File: src/rtl/gpio_in_filter.sv
// gpio_in_filter
// Input conditioning between the raw GPIO pads and the SoC's GPIO input bus.
// Each bit is brought into the clk_i domain by a two-flop synchroniser. It can
// then be debounced with a shared programmable length. The block also
// produces registered rise/fall pulses and sticky edge flags for firmware
// polling.
//
// Optional feature macro: GPIO_IN_FILTER_IRQ_EN
//   When defined, adds irq_mask_i and a registered, level-sensitive irq_o
//   that is set whenever any masked edge flag is set.
//
// Ports:
//   clk_i          system clock
//   rst_i          synchronous active-high reset
//   pad_i          raw pad levels (asynchronous to clk_i)
//   oe_i           per-bit SoC output enable; 1 forces bypass of the filter
//   filt_en_i      per-bit debounce enable
//   debounce_len_i debounce length N shared by all bits
//   edge_clr_i     per-bit clear for edge_flag_o
//   irq_mask_i     (IRQ build only) per-bit interrupt mask
//   in_o           conditioned level
//   rise_o         1-cycle pulse on an accepted 0->1 transition
//   fall_o         1-cycle pulse on an accepted 1->0 transition
//   edge_flag_o    sticky flag, set on any accepted transition
//   irq_o          (IRQ build only) OR of masked edge flags, registered
module gpio_in_filter #(
  parameter int WIDTH = 32,
  parameter int CNT_W = 16
) (
  input  logic             clk_i,
  input  logic             rst_i,
  input  logic [WIDTH-1:0] pad_i,
  input  logic [WIDTH-1:0] oe_i,
  input  logic [WIDTH-1:0] filt_en_i,
  input  logic [CNT_W-1:0] debounce_len_i,
  input  logic [WIDTH-1:0] edge_clr_i,
`ifdef GPIO_IN_FILTER_IRQ_EN
  input  logic [WIDTH-1:0] irq_mask_i,
  output logic             irq_o,
`endif
  output logic [WIDTH-1:0] in_o,
  output logic [WIDTH-1:0] rise_o,
  output logic [WIDTH-1:0] fall_o,
  output logic [WIDTH-1:0] edge_flag_o
);

  logic [WIDTH-1:0] sync1;
  logic [WIDTH-1:0] sync2;
  logic [CNT_W-1:0] cnt      [WIDTH];
  logic [CNT_W-1:0] cnt_next [WIDTH];
  logic [WIDTH-1:0] st_next;

  // Per-bit accept logic. The counter only advances while the synchronised
  // level disagrees with the accepted level. The >= compare means it is
  // never pushed past debounce_len_i, even if the length drops mid-count.
  always_comb begin
    st_next = in_o;
    for (int i = 0; i < WIDTH; i++) begin
      cnt_next[i] = '0;
      if (!filt_en_i[i] || oe_i[i]) begin
        st_next[i] = sync2[i];
      end else if (sync2[i] != in_o[i]) begin
        if (cnt[i] >= debounce_len_i) begin
          st_next[i] = sync2[i];
        end else begin
          cnt_next[i] = cnt[i] + CNT_W'(1);
        end
      end
    end
  end

  always_ff @(posedge clk_i) begin
    if (rst_i) begin
      sync1       <= '0;
      sync2       <= '0;
      in_o        <= '0;
      rise_o      <= '0;
      fall_o      <= '0;
      edge_flag_o <= '0;
      for (int i = 0; i < WIDTH; i++) begin
        cnt[i] <= '0;
      end
    end else begin
      sync1  <= pad_i;
      sync2  <= sync1;
      in_o   <= st_next;
      rise_o <= st_next & ~in_o;
      fall_o <= ~st_next & in_o;
      // The flag is set from the registered pulses. This puts the set one
      // cycle after the pulse, and it beats a clear in the same cycle.
      edge_flag_o <= (edge_flag_o & ~edge_clr_i) | rise_o | fall_o;
      for (int i = 0; i < WIDTH; i++) begin
        cnt[i] <= cnt_next[i];
      end
    end
  end

`ifdef GPIO_IN_FILTER_IRQ_EN
  always_ff @(posedge clk_i) begin
    if (rst_i) begin
      irq_o <= 1'b0;
    end else begin
      irq_o <= |(edge_flag_o & irq_mask_i);
    end
  end
`endif

endmodule

File: config.mk
export PLATFORM = sky130hd
export DESIGN_NAME = gpio_in_filter
export DESIGN_NICKNAME = d
export VERILOG_FILES = /design/src/rtl/gpio_in_filter.sv
export SDC_FILE = /design/constraint.sdc
export NUM_CORES = 2
export LEC_CHECK = 0
export BUFFER_PORTS_ARGS = -buffer_cell sky130_fd_sc_hd__buf_2
export CAP_MARGIN = 20
export CORE_ASPECT_RATIO = 0.9
export CORE_MARGIN = 8
export CORE_UTILIZATION = 54
export DETAILED_ROUTE_END_ITERATION = 8
export PLACE_DENSITY = 0.81
export SKIP_CTS_REPAIR_TIMING = 1
export SYNTH_ARGS = -nofsm -noshare
export SYNTH_HDL_FRONTEND = slang
export SYNTH_SLANG_ARGS = --single-unit
File: constraint.sdc
create_clock -name clk_i -period 3.1 [get_ports clk_i]
set_input_delay 0 -clock clk_i [delete_from_list [all_inputs] [get_ports clk_i]]
set_output_delay 0 -clock clk_i [all_outputs]
set_load 0.05 [all_outputs]
==> flow_summary.ini <==
[status]
outcome = finished, violations left
violations = negative hold slack

[cts]
htree_levels = 3
cts.sink_count = 704
cts_tree = built
clk_pin_slew_ps = 60
clk_root_buffer_cell = clkbuf_16
clockBufferDepth = 3
clock_latency_ps = 620
cts_buffers = 75

[setup_path]
required_ps = 3660
critPathMaxFanout = 5
end_kind = register
arrival_ps = 3420
reg2reg_slack_ps = 230
path_class = reg -> reg
reg2reg_depth = 9
critPathLaunchType = register

[die]
placementRows = 92
die_area_mm2 = 0.0792
ios = 274
die_w_um = 296
die_h_um = 268
coreArea_mm2 = 0.0699
start_util = 0.544

[global_routing]
grt_use_total = 0.244
grt_overflow = 0
antenna_found_initial = 0
grt_pass1_vias = 30344
grt_max_degree = 130
grt_pass1_wl_mm = 158

[hold_path]
hold_depth = 7
hold_class = in -> reg

[timing]
worst_pin_slew_ps = 940
fmax_mhz = 349
setup_viol = 0
period_minus_slack_ps = 2870
hold_slack_ps = -5.94
hold_viol = 2
timing.slew.headroom = 0.374
slew_violations = 0
final.setup_skew_ps = 16.2
post-route-period-util = 0.925
final.setup.worst_slack_ps = 231

[placed_design]
place_inst = 5385
preCtsSetupSlack_ps = 360
globalplace.congestion = 0.873
hpwl_mm = 67.5
portBuffers = 273

[logic_synthesis]
ys_warn_count = 0
syn_nets = 4890
syn-cell-area_mm2 = 0.0380
synth_edf_count = 0
ys_seq_area_frac = 0.370
synthDistinctLibCells = 60
syn-instance-count = 4200
async_reset_ff_frac = 0
avgSynthCellArea_um2 = 9.06
ys_ff_latch = 704
synth_ff_type = dfxtp_1

[power_and_ir_drop]
p_leak_nw = 18.3
p_clk_frac = 0.472
p_sw_mw = 4.80
ir_drop_uv = 395
pwr-share-comb = 0.073
powerDensity_mw_per_mm2 = 455
p_int_mw = 15.4
switching_share = 0.238
pwr-share-seq = 0.455

[flow_run]
maxCapViolCount = 0

[final_layout]
fill_cells = 5572
syn2layout_area_growth_pct = 16.8
drive_gt1_frac = 0.108
fin_nets = 5313
layoutNonFillerInstCount = 5622

[routing]
post_drt_wl_per_cell_um = 18.2
vias = 31845
vias_per_cell = 5.66
drcViolationCount = 0
ant_nets = 0
drtIter0Drc = 1931
drtPass1Iterations = 6
postRouteWirelength_mm = 102
-- area by class of cell --
class | count | area [µm²] | area share
Clock inverter | 32 | 455 | 0.0102
Tap cell | 940 | 1180 | 0.0265
Sequential cell | 704 | 14100 | 0.317
Clock buffer | 103 | 2160 | 0.0485
Timing Repair Buffer | 418 | 2930 | 0.0659
Antenna cell | 1 | 2.50 | 0.0000563
Inverter | 94 | 353 | 0.00794
Multi-Input combinational cell | 3330 | 23300 | 0.524
-- synthesized netlist by cell type (all sizes together) (20+ instances only) --
master   number  area [µm²]
clkbuf       47         176
ha          544        6810
nor2        728        2870
o211ai       20         150
a211oi       25         188
xor2        282        2470
nand3       242        1210
xnor2       191        1670
and4         31         272
nor2b        86         538
mux2i        26         260
nand4       146         913
nor3         68         345
a21oi       186         931
nand2       251         957
and3        130         813
inv          94         353
a21o         49         368
o21ai        57         285
a2111oi      20         363
nor4b        46         403
dfxtp       704       14100
buf          25         143
nand2b       90         571
-- per-stage QoR --
step	TNS [ps]	hold slack (ps)	utilization	power [mW]	cell area (µm²)
floorplan	0	128	-	10.2	38000
global placement	0	214	0.584	10.7	40800
detailed placement	0	213	0.584	10.7	40800
CTS	0	-445	0.622	20.3	43400
global route	-3.61	3.68	0.636	20.9	44400
finish	0	-5.94	0.636	20.2	44400
-- worst paths after layout --
| kind | from | to |
|---|---|---|
| worst max-delay path | cnt[0][9]$_SDFF_PP0_ | in_o[0]$_SDFF_PP0_ |
| worst min-delay path | oe_i[8] | in_o[8]$_SDFF_PP0_ |
| worst max register to register | cnt[0][9]$_SDFF_PP0_ | in_o[0]$_SDFF_PP0_ |
| worst min register to register | sync1[1]$_SDFF_PP0_ | sync2[1]$_SDFF_PP0_ |
-- flip-flops by register name, summed over array words and instances (netlist names) --
signal	cells
rise_o	32
sync2	32
edge_flag_o	32
cnt	512
in_o	32
sync1	32
fall_o	32
-- layer usage --
metal  share of wire  track usage  vias to the layer above
li1                -            -                    15592
met4           0.036       0.0894                        0
met3           0.074       0.0448                      243
met5               0            0                        -
met1            0.44        0.323                    15038
met2            0.45        0.397                      972
-- logic make-up after synthesis --
family | count (synthesis) | synth area share
AND/OR/NAND/NOR | 1874 | 0.244
flip-flops | 704 | 0.370
adder cells (fa/ha/maj) | 544 | 0.179
XOR/XNOR | 473 | 0.109
AO/OA/AOI/OAI | 413 | 0.0733
buffers and inverters | 166 | 0.0177
multiplexers | 26 | 0.00684
-- layout by cell type (no fill, tap or decap), drive strengths merged, types with 14 or more instances in the layout --
cell and count:
o211ai 20, nand3 242, a211oi 25, mux2i 26, and2 14, xor2 282, o21ai 57, and3 130
and4 31, nor2b 86, dfxtp 704, a21oi 186, inv 98, dlygate4sd3 101, nand2b 90, ha 544
a21o 49, a2111oi 20, clkbuf 103, nor2 728, nor4b 46, nand2 251, buf 317, nand4 146
nor3 68, xnor2 191
-- critical path: stages, from the launching register on --
cell and delay (ps):
dfxtp_1 400, ha_1 280, a21oi_1 150, nor2_1 50, a211oi_1 290, o2111a_1 270, dlygate4sd3_1 560, nand4_1 100
a21oi_1 150, dlygate4sd3_1 560
-- power by group through the flow --
stage	Sequential [mW]	Clock [mW]	Combinational (mW)
6_report	9.20	9.55	1.47
5_1_grt	9.20	10.1	1.59
4_1_cts	9.20	9.70	1.35
3_5_place_dp	9.40	0	1.34
3_3_place_gp	9.39	0	1.30
2_1_floorplan	9.52	0	0.648
Note: power is estimated with default switching activity, not from simulation.
